## config.mk

```make
export PLATFORM = sky130hd
export DESIGN_NAME = vga_pattern_gen
export DESIGN_NICKNAME = d
export VERILOG_FILES = /design/src/rtl/vga_pkg.sv /design/src/rtl/vga_timing_gen.sv /design/src/rtl/vga_pattern_gen.sv
export SDC_FILE = /design/constraint.sdc
export NUM_CORES = 1
export LEC_CHECK = 0
export ABC_AREA = 1
export BUFFER_PORTS_ARGS = -buffer_cell sky130_fd_sc_hd__buf_4
export CORE_AREA = 2 2 68 70
export DETAILED_ROUTE_END_ITERATION = 8
export DIE_AREA = 0 0 70 72
export PLACE_DENSITY = 0.72
export SYNTH_ARGS = -nofsm -noshare
export SYNTH_HDL_FRONTEND = slang
export SYNTH_SLANG_ARGS = --single-unit
```

## constraint.sdc

```tcl
create_clock -name clk -period 4.8 [get_ports clk]
set_clock_uncertainty 0.15 [all_clocks]
set_input_delay 1.44 -clock clk [delete_from_list [all_inputs] [get_ports clk]]
set_output_delay 1.44 -clock clk [all_outputs]
set_load 0.01 [all_outputs]
```

## src/rtl/vga_pkg.sv

```systemverilog
// ----------------------------------------------------------------------------
// vga_pkg
// Shared definitions for the VGA pattern generator:
//   - default 640x480@60 timing constants (pixel clocks / lines)
//   - pattern mode encoding
//   - colour-bar table ({R,G,B} lit flags, bar 0 = leftmost)
// ----------------------------------------------------------------------------
package vga_pkg;

    localparam int unsigned H_ACTIVE_DEF = 640;
    localparam int unsigned H_FP_DEF     = 16;
    localparam int unsigned H_SYNC_DEF   = 96;
    localparam int unsigned H_BP_DEF     = 48;

    localparam int unsigned V_ACTIVE_DEF = 480;
    localparam int unsigned V_FP_DEF     = 10;
    localparam int unsigned V_SYNC_DEF   = 2;
    localparam int unsigned V_BP_DEF     = 33;

    typedef enum logic [1:0] {
        GRADIENT = 2'd0,
        BARS     = 2'd1,
        CHECKER  = 2'd2,
        SOLID    = 2'd3
    } mode_e;

    // Index 0 is the leftmost bar: white, yellow, cyan, green, magenta, red, blue, black.
    localparam logic [7:0][2:0] BAR_RGB = {
        3'b000,  // 7 black
        3'b001,  // 6 blue
        3'b100,  // 5 red
        3'b101,  // 4 magenta
        3'b010,  // 3 green
        3'b011,  // 2 cyan
        3'b110,  // 1 yellow
        3'b111   // 0 white
    };

endpackage

```

## src/rtl/vga_timing_gen.sv

```systemverilog
// ----------------------------------------------------------------------------
// vga_timing_gen
// Raster position counters and combinational sync/active decode.
//   clk_i         : pixel clock
//   rst_i         : asynchronous active-high reset (counters to 0,0)
//   x_o, y_o      : current raster position
//   hsync_win_o   : x inside the horizontal sync window
//   vsync_win_o   : y inside the vertical sync window
//   active_o      : position is in the visible area
//   frame_first_o : position is (0,0)
//   frame_last_o  : position is (H_TOTAL-1, V_TOTAL-1)
// ----------------------------------------------------------------------------
module vga_timing_gen #(
    parameter int unsigned H_ACTIVE = 640,
    parameter int unsigned H_FP     = 16,
    parameter int unsigned H_SYNC   = 96,
    parameter int unsigned H_BP     = 48,
    parameter int unsigned V_ACTIVE = 480,
    parameter int unsigned V_FP     = 10,
    parameter int unsigned V_SYNC   = 2,
    parameter int unsigned V_BP     = 33,
    parameter int unsigned X_W      = $clog2(H_ACTIVE + H_FP + H_SYNC + H_BP),
    parameter int unsigned Y_W      = $clog2(V_ACTIVE + V_FP + V_SYNC + V_BP)
) (
    input  logic           clk_i,
    input  logic           rst_i,
    output logic [X_W-1:0] x_o,
    output logic [Y_W-1:0] y_o,
    output logic           hsync_win_o,
    output logic           vsync_win_o,
    output logic           active_o,
    output logic           frame_first_o,
    output logic           frame_last_o
);

    localparam int unsigned H_TOTAL = H_ACTIVE + H_FP + H_SYNC + H_BP;
    localparam int unsigned V_TOTAL = V_ACTIVE + V_FP + V_SYNC + V_BP;

    localparam logic [X_W-1:0] X_LAST   = X_W'(H_TOTAL - 1);
    localparam logic [Y_W-1:0] Y_LAST   = Y_W'(V_TOTAL - 1);
    localparam logic [X_W-1:0] X_ACT    = X_W'(H_ACTIVE);
    localparam logic [Y_W-1:0] Y_ACT    = Y_W'(V_ACTIVE);
    localparam logic [X_W-1:0] HS_START = X_W'(H_ACTIVE + H_FP);
    localparam logic [X_W-1:0] HS_END   = X_W'(H_ACTIVE + H_FP + H_SYNC - 1);
    localparam logic [Y_W-1:0] VS_START = Y_W'(V_ACTIVE + V_FP);
    localparam logic [Y_W-1:0] VS_END   = Y_W'(V_ACTIVE + V_FP + V_SYNC - 1);

    logic [X_W-1:0] x_q, x_d;
    logic [Y_W-1:0] y_q, y_d;

    always_comb begin
        x_d = x_q + 1'b1;
        y_d = y_q;
        if (x_q == X_LAST) begin
            x_d = '0;
            y_d = (y_q == Y_LAST) ? '0 : y_q + 1'b1;
        end
    end

    always_ff @(posedge clk_i or posedge rst_i) begin
        if (rst_i) begin
            x_q <= '0;
            y_q <= '0;
        end else begin
            x_q <= x_d;
            y_q <= y_d;
        end
    end

    assign x_o           = x_q;
    assign y_o           = y_q;
    assign hsync_win_o   = (x_q >= HS_START) && (x_q <= HS_END);
    assign vsync_win_o   = (y_q >= VS_START) && (y_q <= VS_END);
    assign active_o      = (x_q < X_ACT) && (y_q < Y_ACT);
    assign frame_first_o = (x_q == '0) && (y_q == '0);
    assign frame_last_o  = (x_q == X_LAST) && (y_q == Y_LAST);

endmodule

```

## src/rtl/vga_pattern_gen.sv

```systemverilog
// ----------------------------------------------------------------------------
// vga_pattern_gen
// VGA test-pattern source: gradient, colour bars, checkerboard, solid white.
//   clk          : pixel clock
//   reset        : asynchronous active-high reset
//   mode_sel     : requested pattern, adopted only at the frame boundary
//   hsync, vsync : sync outputs, asserted level = SYNC_POL
//   red/green/blue : pixel colour, COLOR_W bits each, 0 outside active area
//   active_video : pixel is visible
//   frame_start  : one-cycle pulse with output pixel (0,0)
// All outputs are registered and lag the raster counters by one cycle.
// Optional macro VGA_PATTERN_SCROLL_EN: gradient and checker patterns scroll
// horizontally by one pixel per frame (x' = x + frame count).
// ----------------------------------------------------------------------------
module vga_pattern_gen
    import vga_pkg::*;
#(
    parameter int unsigned COLOR_W     = 3,
    parameter int unsigned H_ACTIVE    = H_ACTIVE_DEF,
    parameter int unsigned H_FP        = H_FP_DEF,
    parameter int unsigned H_SYNC      = H_SYNC_DEF,
    parameter int unsigned H_BP        = H_BP_DEF,
    parameter int unsigned V_ACTIVE    = V_ACTIVE_DEF,
    parameter int unsigned V_FP        = V_FP_DEF,
    parameter int unsigned V_SYNC      = V_SYNC_DEF,
    parameter int unsigned V_BP        = V_BP_DEF,
    parameter bit          SYNC_POL    = 1'b0,
    parameter int unsigned CHECK_SHIFT = 5
) (
    input  logic               clk,
    input  logic               reset,
    input  logic [1:0]         mode_sel,
    output logic               hsync,
    output logic               vsync,
    output logic [COLOR_W-1:0] red,
    output logic [COLOR_W-1:0] green,
    output logic [COLOR_W-1:0] blue,
    output logic               active_video,
    output logic               frame_start
);

    localparam int unsigned H_TOTAL = H_ACTIVE + H_FP + H_SYNC + H_BP;
    localparam int unsigned V_TOTAL = V_ACTIVE + V_FP + V_SYNC + V_BP;
    localparam int unsigned X_W     = $clog2(H_TOTAL);
    localparam int unsigned Y_W     = $clog2(V_TOTAL);

    localparam logic [X_W-1:0] BAR_WIDTH = X_W'(H_ACTIVE / 8);

    logic [X_W-1:0] x_cnt;
    logic [Y_W-1:0] y_cnt;
    logic           hs_win, vs_win, act, frm_first, frm_last;

    vga_timing_gen #(
        .H_ACTIVE (H_ACTIVE),
        .H_FP     (H_FP),
        .H_SYNC   (H_SYNC),
        .H_BP     (H_BP),
        .V_ACTIVE (V_ACTIVE),
        .V_FP     (V_FP),
        .V_SYNC   (V_SYNC),
        .V_BP     (V_BP),
        .X_W      (X_W),
        .Y_W      (Y_W)
    ) u_timing (
        .clk_i         (clk),
        .rst_i         (reset),
        .x_o           (x_cnt),
        .y_o           (y_cnt),
        .hsync_win_o   (hs_win),
        .vsync_win_o   (vs_win),
        .active_o      (act),
        .frame_first_o (frm_first),
        .frame_last_o  (frm_last)
    );

    mode_e mode_q, mode_d;

    // Latched on the last counter position so the new mode lands exactly on pixel (0,0).
    always_comb begin
        mode_d = mode_q;
        if (frm_last) begin
            mode_d = mode_e'(mode_sel);
        end
    end

    logic [X_W-1:0] x_pat;

`ifdef VGA_PATTERN_SCROLL_EN
    logic [7:0] frame_cnt_q, frame_cnt_d;

    // Advances together with the frame wrap, so frame N after reset sees count N.
    always_comb begin
        frame_cnt_d = frame_cnt_q;
        if (frm_last) begin
            frame_cnt_d = frame_cnt_q + 8'd1;
        end
    end

    always_ff @(posedge clk or posedge reset) begin
        if (reset) begin
            frame_cnt_q <= '0;
        end else begin
            frame_cnt_q <= frame_cnt_d;
        end
    end

    // Sum truncates to X_W bits, giving the modulo-2^X_W wrap.
    assign x_pat = x_cnt + X_W'(frame_cnt_q);
`else
    assign x_pat = x_cnt;
`endif

    logic [31:0]        xy_mix;
    logic [X_W-1:0]     bar_full;
    logic [2:0]         bar_idx;
    logic [2:0]         bar_col;
    logic               chk_on;
    logic [COLOR_W-1:0] red_d, green_d, blue_d;

    always_comb begin
        red_d    = '0;
        green_d  = '0;
        blue_d   = '0;
        xy_mix   = 32'(x_pat) ^ 32'(y_cnt);
        chk_on   = 1'(xy_mix >> CHECK_SHIFT);
        bar_full = x_cnt / BAR_WIDTH;
        bar_idx  = (bar_full > X_W'(7)) ? 3'd7 : bar_full[2:0];
        bar_col  = BAR_RGB[bar_idx];

        unique case (mode_q)
            GRADIENT: begin
                red_d   = COLOR_W'(x_pat >> (X_W - COLOR_W));
                green_d = COLOR_W'(y_cnt >> (Y_W - COLOR_W));
                for (int unsigned i = 0; i < COLOR_W; i++) begin
                    blue_d[i] = 1'(xy_mix >> (CHECK_SHIFT + i));
                end
            end
            BARS: begin
                red_d   = {COLOR_W{bar_col[2]}};
                green_d = {COLOR_W{bar_col[1]}};
                blue_d  = {COLOR_W{bar_col[0]}};
            end
            CHECKER: begin
                red_d   = {COLOR_W{chk_on}};
                green_d = {COLOR_W{chk_on}};
                blue_d  = {COLOR_W{chk_on}};
            end
            SOLID: begin
                red_d   = '1;
                green_d = '1;
                blue_d  = '1;
            end
        endcase

        if (!act) begin
            red_d   = '0;
            green_d = '0;
            blue_d  = '0;
        end
    end

    logic               hsync_q, vsync_q, active_q, fstart_q;
    logic [COLOR_W-1:0] red_q, green_q, blue_q;

    always_ff @(posedge clk or posedge reset) begin
        if (reset) begin
            mode_q   <= GRADIENT;
            hsync_q  <= ~SYNC_POL;
            vsync_q  <= ~SYNC_POL;
            active_q <= 1'b0;
            fstart_q <= 1'b0;
            red_q    <= '0;
            green_q  <= '0;
            blue_q   <= '0;
        end else begin
            mode_q   <= mode_d;
            hsync_q  <= hs_win ? SYNC_POL : ~SYNC_POL;
            vsync_q  <= vs_win ? SYNC_POL : ~SYNC_POL;
            active_q <= act;
            fstart_q <= frm_first;
            red_q    <= red_d;
            green_q  <= green_d;
            blue_q   <= blue_d;
        end
    end

    assign hsync        = hsync_q;
    assign vsync        = vsync_q;
    assign active_video = active_q;
    assign frame_start  = fstart_q;
    assign red          = red_q;
    assign green        = green_q;
    assign blue         = blue_q;

endmodule

```

==> run_summary.xml, run 1 <==
<?xml version="1.0" encoding="UTF-8"?>
<metrics>
  <group name="critical_path">
    <metric name="r2r_start" unit="">u_timing.y_o[4]</metric>
    <metric name="rrSetupSlack" unit="ns">2.83</metric>
    <metric name="arrival" unit="ns">0.91</metric>
    <metric name="crit_fanout" unit="">1</metric>
    <metric name="worst-r2r-cell-count" unit="">5</metric>
    <metric name="timing.rr.end" unit="">mode_q[1]</metric>
    <metric name="cp-start-kind" unit="">register</metric>
    <metric name="cp_slowest_stage_delay" unit="ns">0.52</metric>
    <metric name="critical_path_buf_inv_count" unit="">1</metric>
    <metric name="crit_required" unit="ns">3.21</metric>
    <metric name="critical_path.cell_chain" unit="">buf_4</metric>
    <metric name="cp-end-kind" unit="">output port</metric>
    <metric name="path_depth" unit="">1</metric>
    <metric name="critical_path_class" unit="">register to output port</metric>
    <metric name="worst_setup_path_endpoint" unit="">vsync</metric>
    <metric name="cell_with_the_largest_stage_delay_on_the_worst_path" unit="">dfstp_2</metric>
    <metric name="critical-path-top-delay-family" unit="">flip-flops</metric>
    <metric name="cp-startpoint" unit="">vsync</metric>
  </group>
  <group name="synth">
    <metric name="post-synth-top-area-fraction" unit="%">43.9</metric>
    <metric name="syn_area" unit="um^2">1880</metric>
    <metric name="synth_nets" unit="">234</metric>
    <metric name="share_of_synthesized_registers_carrying_an_async_set_or_reset" unit="%">100</metric>
    <metric name="synth.avg_cell_area" unit="um^2">8.37</metric>
    <metric name="post_synth_num_cell_types" unit="">34</metric>
    <metric name="synth-warning-count" unit="">0</metric>
    <metric name="synth_ff_type" unit="">dfrtp_1</metric>
    <metric name="synth_sequential_area_ratio" unit="%">46.6</metric>
    <metric name="netlist.top_cell.by_area" unit="">dfrtp_1</metric>
    <metric name="synthMostInstantiatedCell" unit="">nand2_1</metric>
    <metric name="synth.ff_latch_count" unit="">35</metric>
    <metric name="synth_enable_flop_cells" unit="">0</metric>
    <metric name="synth_area_leaders" unit="">dfrtp_1, nand2_1, inv_1, nand3_1, nor2_1</metric>
    <metric name="synthCells" unit="">225</metric>
    <metric name="synth.top_cells.by_count" unit="">nand2_1, dfrtp_1, inv_1, nor2_1, nand3_1</metric>
  </group>
  <group name="timing">
    <metric name="rsz0062_at_grt" unit="">false</metric>
    <metric name="post-route-min-period" unit="ns">2.50</metric>
    <metric name="achievable-frequency" unit="MHz">399</metric>
    <metric name="max-slew-margin-rel" unit="%">66.5</metric>
    <metric name="setup-tns-final" unit="ns">0</metric>
    <metric name="setup-violations-final" unit="">0</metric>
    <metric name="report.final.hold_viol_count" unit="">0</metric>
    <metric name="final.setup.worst_slack" unit="ns">2.30</metric>
    <metric name="fin_crit_sh" unit="%">52.2</metric>
    <metric name="tightestPinTransition" unit="ns">0.498</metric>
    <metric name="report.final.slew_viol_count" unit="">0</metric>
  </group>
  <group name="routing">
    <metric name="wl_per_cell" unit="um">12.1</metric>
    <metric name="initialDrtViolationCount" unit="">111</metric>
    <metric name="drt_pass1_iterations" unit="">4</metric>
    <metric name="vias_per_cell" unit="">4.95</metric>
    <metric name="via_count" unit="">1490</metric>
    <metric name="drt-total-wl" unit="um">3650</metric>
    <metric name="route.detailed.drc" unit="">0</metric>
    <metric name="wl_met3" unit="um">114</metric>
    <metric name="maxUsedRoutingLayer" unit="">met4</metric>
    <metric name="wirelength_met1" unit="um">1690</metric>
    <metric name="antenna_violating_nets_post_route" unit="">0</metric>
    <metric name="met2_length" unit="um">1750</metric>
  </group>
  <group name="global_route">
    <metric name="number_of_antenna_violations_at_the_first_check_in_global_routing" unit="">0</metric>
    <metric name="grt_usage" unit="%">16.4</metric>
    <metric name="grt_first_pass_wirelength" unit="um">6560</metric>
    <metric name="vias_in_the_first_global_route" unit="">1519</metric>
    <metric name="grt_start_max_net_pins" unit="">36</metric>
    <metric name="grt.overflow.total" unit="">0</metric>
  </group>
  <group name="place">
    <metric name="place_congestion" unit="">0.873</metric>
    <metric name="dp_hpwl" unit="um">2700</metric>
    <metric name="total_instance_count_after_detailed_placement" unit="">293</metric>
    <metric name="port_buffers" unit="">16</metric>
    <metric name="detailedPlace.worstSlack" unit="ns">2.60</metric>
    <metric name="post_dp_cell_area" unit="um^2">2070</metric>
  </group>
  <group name="layout">
    <metric name="multiInputGateArea" unit="um^2">858</metric>
    <metric name="layout-area-overhead-vs-synth" unit="%">16.3</metric>
    <metric name="final_design_area_no_fill" unit="um^2">2190</metric>
    <metric name="finalNetCount" unit="">257</metric>
    <metric name="final_layout_size_suffix_gt1_share" unit="%">21.7</metric>
    <metric name="fillers" unit="">425</metric>
    <metric name="final-instance-count-excl-fill" unit="">301</metric>
    <metric name="antenna_cells_inserted" unit="">0</metric>
    <metric name="layout.area.seq" unit="um^2">878</metric>
  </group>
  <group name="floorplanning">
    <metric name="initial_core_util" unit="%">44.2</metric>
    <metric name="design.core.area" unit="um^2">4260</metric>
    <metric name="die_width" unit="um">70</metric>
    <metric name="die_h" unit="um">72</metric>
    <metric name="placement_rows" unit="">24</metric>
    <metric name="area_of_the_die" unit="um^2">5040</metric>
    <metric name="floorplan.io_pins" unit="">17</metric>
  </group>
  <group name="outcome">
    <metric name="status" unit="">finished clean</metric>
  </group>
  <group name="clock_tree">
    <metric name="cts.path.max_buffers" unit="">2</metric>
    <metric name="tritoncts" unit="">done</metric>
    <metric name="ctsHoldBuffers" unit="">0</metric>
    <metric name="cts_made_buffers" unit="">5</metric>
    <metric name="cts-resized-gates" unit="">0</metric>
    <metric name="reg_clk_slew_reported_paths" unit="ns">0.07</metric>
    <metric name="htreeDepth" unit="">2</metric>
    <metric name="worst_skew_pair.late_latency" unit="ns">0.29</metric>
    <metric name="clock-sinks" unit="">35</metric>
    <metric name="cts.repair_timing.setup_buffer_count" unit="">0</metric>
    <metric name="cts_root_buf" unit="">clkbuf_8</metric>
  </group>
  <group name="worst_hold_path">
    <metric name="min_delay_path_depth" unit="">1</metric>
    <metric name="type_of_the_most_critical_hold_path" unit="">register to register</metric>
  </group>
  <group name="flow_run">
    <metric name="max_capacitance_violation_count" unit="">0</metric>
  </group>
  <group name="pwr">
    <metric name="static-leakage-power" unit="nW">1.05</metric>
    <metric name="power.density" unit="nW/um^2">264</metric>
    <metric name="power.ir.vdd_worst" unit="uV">136</metric>
  </group>
</metrics>
-- cell usage in the layout (no fill, tap or decap), drive strengths merged, types with 2 or more instances in the layout --
cell type / synthesis / layout
ha: 5 / 5
dfrtp: 33 / 33
buf: 0 / 17
nor2: 26 / 26
xor2: 7 / 7
o2111ai: 3 / 3
nand2: 48 / 48
o21ai: 8 / 8
nor4: 6 / 6
nand3: 16 / 16
nor3: 9 / 9
and2: 2 / 2
dfstp: 2 / 2
clkbuf: 1 / 6
inv: 38 / 38
a21oi: 12 / 12
-- power by group --
part	total (W)	switching, W	internal (W)
registers	0.000295	0	0.000295
logic	0.00000821	0.00000608	0.00000213
clock network	0.000275	0.000107	0.000168
total	0.000578	0.000113	0.000465
-- metrics by stage --
stage,util [%],total power (W),hold WS [ns]
finish,51.3,0.000578,0.334
CTS,51.3,0.000587,0.336
floorplan,-,0.000305,0.304
detailed placement,48.6,0.000309,0.326
global placement,48.6,0.000309,0.329
global route,51.3,0.000596,0.388
-- layout make-up --
| class | instances | share of cell area [%] |
|---|---|---|
| inverters | 38 | 6.51 |
| clock inverters | 2 | 1.60 |
| flip-flops and latches | 35 | 40.1 |
| multi-input cells | 151 | 39.2 |
| clock buffers | 6 | 3.77 |
| well taps | 52 | 2.97 |
| repair buffers | 17 | 5.83 |
-- per-layer routing --
layer	GRT usage, %	vias up
met5	0	-
met4	7.69	0
met3	2.78	11
met2	27.6	24
met1	20.7	685
li1	-	770
-- worst min-delay path by stage --
| stage | from | to | slack (ns) |
|---|---|---|---|
| CTS | u_timing.x_o[0] | u_timing.x_o[0] | 0.34 |
| detailed placement | u_timing.x_o[0] | u_timing.x_o[0] | 0.33 |
| global placement | u_timing.x_o[0] | u_timing.x_o[0] | 0.33 |
| global route | u_timing.x_o[0] | u_timing.x_o[0] | 0.39 |
| finish | u_timing.x_o[0] | u_timing.x_o[0] | 0.33 |
| floorplan | u_timing.x_o[0] | u_timing.x_o[0] | 0.30 |
-- cells by family (layout without fill, tap and decap cells) --
| kind of cell | Yosys count | count (layout) | synth area share, % |
|---|---|---|---|
| adder cells (fa/ha/maj) | 5 | 5 | 3.32 |
| multiplexers | 1 | 1 | 0.598 |
| XOR/XNOR | 8 | 8 | 3.72 |
| buffers and inverters | 39 | 63 | 7.77 |
| AO/OA/AOI/OAI | 28 | 28 | 8.84 |
| flip-flops | 35 | 35 | 46.6 |
| AND/OR/NAND/NOR | 109 | 109 | 29.1 |
-- flip-flops by register name (all words and copies together), names as in the netlist --
name,flops
active_video,1
green,3
blue,3
red,3
vsync,1
frame_start,1
hsync,1
mode_q,2
u_timing.x_o,10
u_timing.y_o,10
-- worst register-to-register path, cell delays in order, from the launching register on --
cell and delay [ns]:
dfrtp_1 0.47, nor4_1 0.43, and2_1 0.20, inv_1 0.09
nor2_2 0.17, mux2_1 0.34
No activity file was read; power rests on OpenSTA's default activity.
==> inputs of run 2 (changes only) <==
--- a/config.mk
+++ b/config.mk
@@ -10,7 +10,7 @@
 export CORE_AREA = 2 2 68 70
 export DETAILED_ROUTE_END_ITERATION = 8
 export DIE_AREA = 0 0 70 72
-export PLACE_DENSITY = 0.72
+export PLACE_DENSITY = 0.74
 export SYNTH_ARGS = -nofsm -noshare
 export SYNTH_HDL_FRONTEND = slang
 export SYNTH_SLANG_ARGS = --single-unit
==> constraint.sdc (replaced) <==
create_clock -name clk -period 2 [get_ports clk]
set_clock_uncertainty 0.15 [all_clocks]
set_input_delay 0.6 -clock clk [delete_from_list [all_inputs] [get_ports clk]]
set_output_delay 0.6 -clock clk [all_outputs]
set_load 0.01 [all_outputs]
==> run_summary.xml, run 2 (same netlist as run 1, synthesis figures left out) <==
<?xml version="1.0" encoding="UTF-8"?>
<metrics>
  <group name="layout">
    <metric name="mostFrequentLayoutCell" unit="">nand2_1</metric>
    <metric name="layout-area-overhead-vs-synth" unit="%">23.5</metric>
    <metric name="antenna_cells_inserted" unit="">0</metric>
    <metric name="most_used_cells_in_the_layout_excluding_fill_and_tap_cells" unit="">nand2_1, dfrtp_1, inv_1</metric>
    <metric name="finalNetCount" unit="">267</metric>
    <metric name="final_design_area_no_fill" unit="um^2">2320</metric>
    <metric name="final_layout_size_suffix_gt1_share" unit="%">27.0</metric>
  </group>
  <group name="floorplanning">
    <metric name="design.core.area" unit="um^2">4260</metric>
    <metric name="die_h" unit="um">72</metric>
    <metric name="area_of_the_die" unit="um^2">5040</metric>
    <metric name="initial_core_util" unit="%">44.2</metric>
    <metric name="die_width" unit="um">70</metric>
    <metric name="floorplan.io_pins" unit="">17</metric>
    <metric name="placement_rows" unit="">24</metric>
  </group>
  <group name="routing">
    <metric name="vias_per_cell" unit="">5.01</metric>
    <metric name="initialDrtViolationCount" unit="">79</metric>
    <metric name="drt-total-wl" unit="um">3860</metric>
    <metric name="antenna_violating_nets_post_route" unit="">0</metric>
    <metric name="wl_per_cell" unit="um">12.4</metric>
    <metric name="route.detailed.drc" unit="">0</metric>
    <metric name="via_count" unit="">1557</metric>
    <metric name="drt_pass1_iterations" unit="">4</metric>
  </group>
  <group name="place">
    <metric name="place_congestion" unit="">0.897</metric>
    <metric name="dp_hpwl" unit="um">2860</metric>
    <metric name="port_buffers" unit="">16</metric>
    <metric name="detailedPlace.worstSlack" unit="ns">0.0986</metric>
    <metric name="post_dp_cell_area" unit="um^2">2120</metric>
  </group>
  <group name="global_route">
    <metric name="vias_in_the_first_global_route" unit="">1502</metric>
    <metric name="grt.overflow.total" unit="">0</metric>
    <metric name="grt_first_pass_wirelength" unit="um">6530</metric>
    <metric name="grt_usage" unit="%">16.6</metric>
    <metric name="number_of_antenna_violations_at_the_first_check_in_global_routing" unit="">0</metric>
    <metric name="grt_start_max_net_pins" unit="">36</metric>
  </group>
  <group name="clock_tree">
    <metric name="cts_made_buffers" unit="">5</metric>
    <metric name="worst_skew_pair.late_latency" unit="ns">0.29</metric>
    <metric name="clock-sinks" unit="">35</metric>
    <metric name="htreeDepth" unit="">2</metric>
    <metric name="tritoncts" unit="">done</metric>
    <metric name="reg_clk_slew_reported_paths" unit="ns">0.07</metric>
    <metric name="cts.path.max_buffers" unit="">2</metric>
    <metric name="cts_root_buf" unit="">clkbuf_8</metric>
  </group>
  <group name="critical_path">
    <metric name="cpMostUsedCell" unit="">nor2_4</metric>
    <metric name="cp-start-kind" unit="">register</metric>
    <metric name="cp-end-kind" unit="">register</metric>
    <metric name="cp_slowest_stage_delay" unit="ns">0.39</metric>
    <metric name="critical_path.cell_chain" unit="">ha_2 -&gt; nand2_1 -&gt; nor2_4 -&gt; inv_2 -&gt; nor2_4 -&gt; nand3_4 -&gt; nor2_4 -&gt; inv_2 -&gt; nor2_4 -&gt; nand3_1 -&gt; a22oi_1</metric>
    <metric name="cell_with_the_largest_stage_delay_on_the_worst_path" unit="">dfrtp_1</metric>
    <metric name="crit_required" unit="ns">2.06</metric>
    <metric name="critical_path_class" unit="">register to register</metric>
    <metric name="rrSetupSlack" unit="ns">0.13</metric>
    <metric name="worst-r2r-cell-count" unit="">11</metric>
    <metric name="timing.rr.end" unit="">u_timing.y_o[6]</metric>
    <metric name="r2r_start" unit="">u_timing.x_o[0]</metric>
    <metric name="crit_fanout" unit="">7</metric>
    <metric name="critical_path_buf_inv_count" unit="">2</metric>
    <metric name="critical-path-top-delay-family" unit="">simple AND/OR/NAND/NOR gates</metric>
    <metric name="arrival" unit="ns">1.93</metric>
  </group>
  <group name="pwr">
    <metric name="static-leakage-power" unit="nW">1.12</metric>
    <metric name="power.ir.vdd_worst" unit="uV">458</metric>
    <metric name="power.density" unit="nW/um^2">641</metric>
  </group>
  <group name="timing">
    <metric name="post-route-min-period" unit="ns">1.87</metric>
    <metric name="report.final.hold_viol_count" unit="">0</metric>
    <metric name="achievable-frequency" unit="MHz">536</metric>
    <metric name="final.setup.worst_slack" unit="ns">0.135</metric>
    <metric name="post_route_hold_slack" unit="ns">0.248</metric>
    <metric name="setup-violations-final" unit="">0</metric>
    <metric name="fin_crit_sh" unit="%">93.3</metric>
    <metric name="max-slew-margin-rel" unit="%">70.6</metric>
    <metric name="tightestPinTransition" unit="ns">0.441</metric>
    <metric name="report.final.slew_viol_count" unit="">0</metric>
    <metric name="rsz0062_at_grt" unit="">true</metric>
  </group>
  <group name="worst_hold_path">
    <metric name="type_of_the_most_critical_hold_path" unit="">primary input to async pin</metric>
  </group>
  <group name="flow_run">
    <metric name="max_capacitance_violation_count" unit="">0</metric>
  </group>
  <group name="outcome">
    <metric name="status" unit="">finished clean</metric>
  </group>
</metrics>
[run 2: cell count changes in the layout (fill, tap and decap cells not counted), sizes merged]
| cell | delta |
|---|---|
| bufinv | +1 |
| buf | +10 |
| clkinv | -1 |
[run 2: metrics by stage]
step,TNS (ns),power (W),std cells,utilization (%)
4_1_cts,0,0.00150,308,52.9
6_report,0,0.00149,311,54.5
3_5_place_dp,0,0.000742,300,49.8
3_3_place_gp,0,0.000741,300,49.8
5_1_grt,-0.0237,0.00154,311,54.5
2_1_floorplan,0,0.000732,225,-
[run 2: cell type report]
class | count | area, um^2
Timing Repair Buffer | 27 | 203
Inverter | 38 | 145
Clock buffer | 6 | 72.6
Clock inverter | 2 | 60.1
Tap cell | 52 | 65.1
Sequential cell | 35 | 880
Fill cell | 396 | 1940
Multi-Input combinational cell | 151 | 900
[run 2: metal layers]
layer	routed length, um	global-route usage, %	up-vias
met4	81	7.05	0
met1	1770	20.7	729
li1	-	-	795
met3	140	4.17	8
met5	0	0	-
met2	1870	27.8	25
[run 2: where the power goes]
group          switching, W  total (W)  internal (W)
sequential                0   0.000708      0.000708
clock              0.000264   0.000762      0.000498
combinational     0.0000145  0.0000197    0.00000513
[run 2: what timing repair did]
item,4_1_cts,5_1_grt
buffers inserted,0,3
setup endpoints to repair,0,11
gates resized for setup,0,12
hold buffers,0,0
[run 2: worst max-delay path by stage]
stage | from | end | slack [ns] | cells after the start
floorplan | u_timing.y_o[0] | mode_q[1] | 0.22 | 8
global placement | u_timing.y_o[7] | mode_q[1] | 0.14 | 5
detailed placement | u_timing.x_o[0] | mode_q[1] | 0.1 | 8
CTS | u_timing.x_o[0] | mode_q[1] | 0.08 | 8
global route | u_timing.x_o[0] | u_timing.y_o[6] | -0.02 | 11
finish | u_timing.x_o[0] | u_timing.y_o[6] | 0.13 | 11
[run 2: worst min-delay path, stage by stage]
cell and delay, ns:
buf_4 0.10, inv_1 0.04, buf_4 0.38
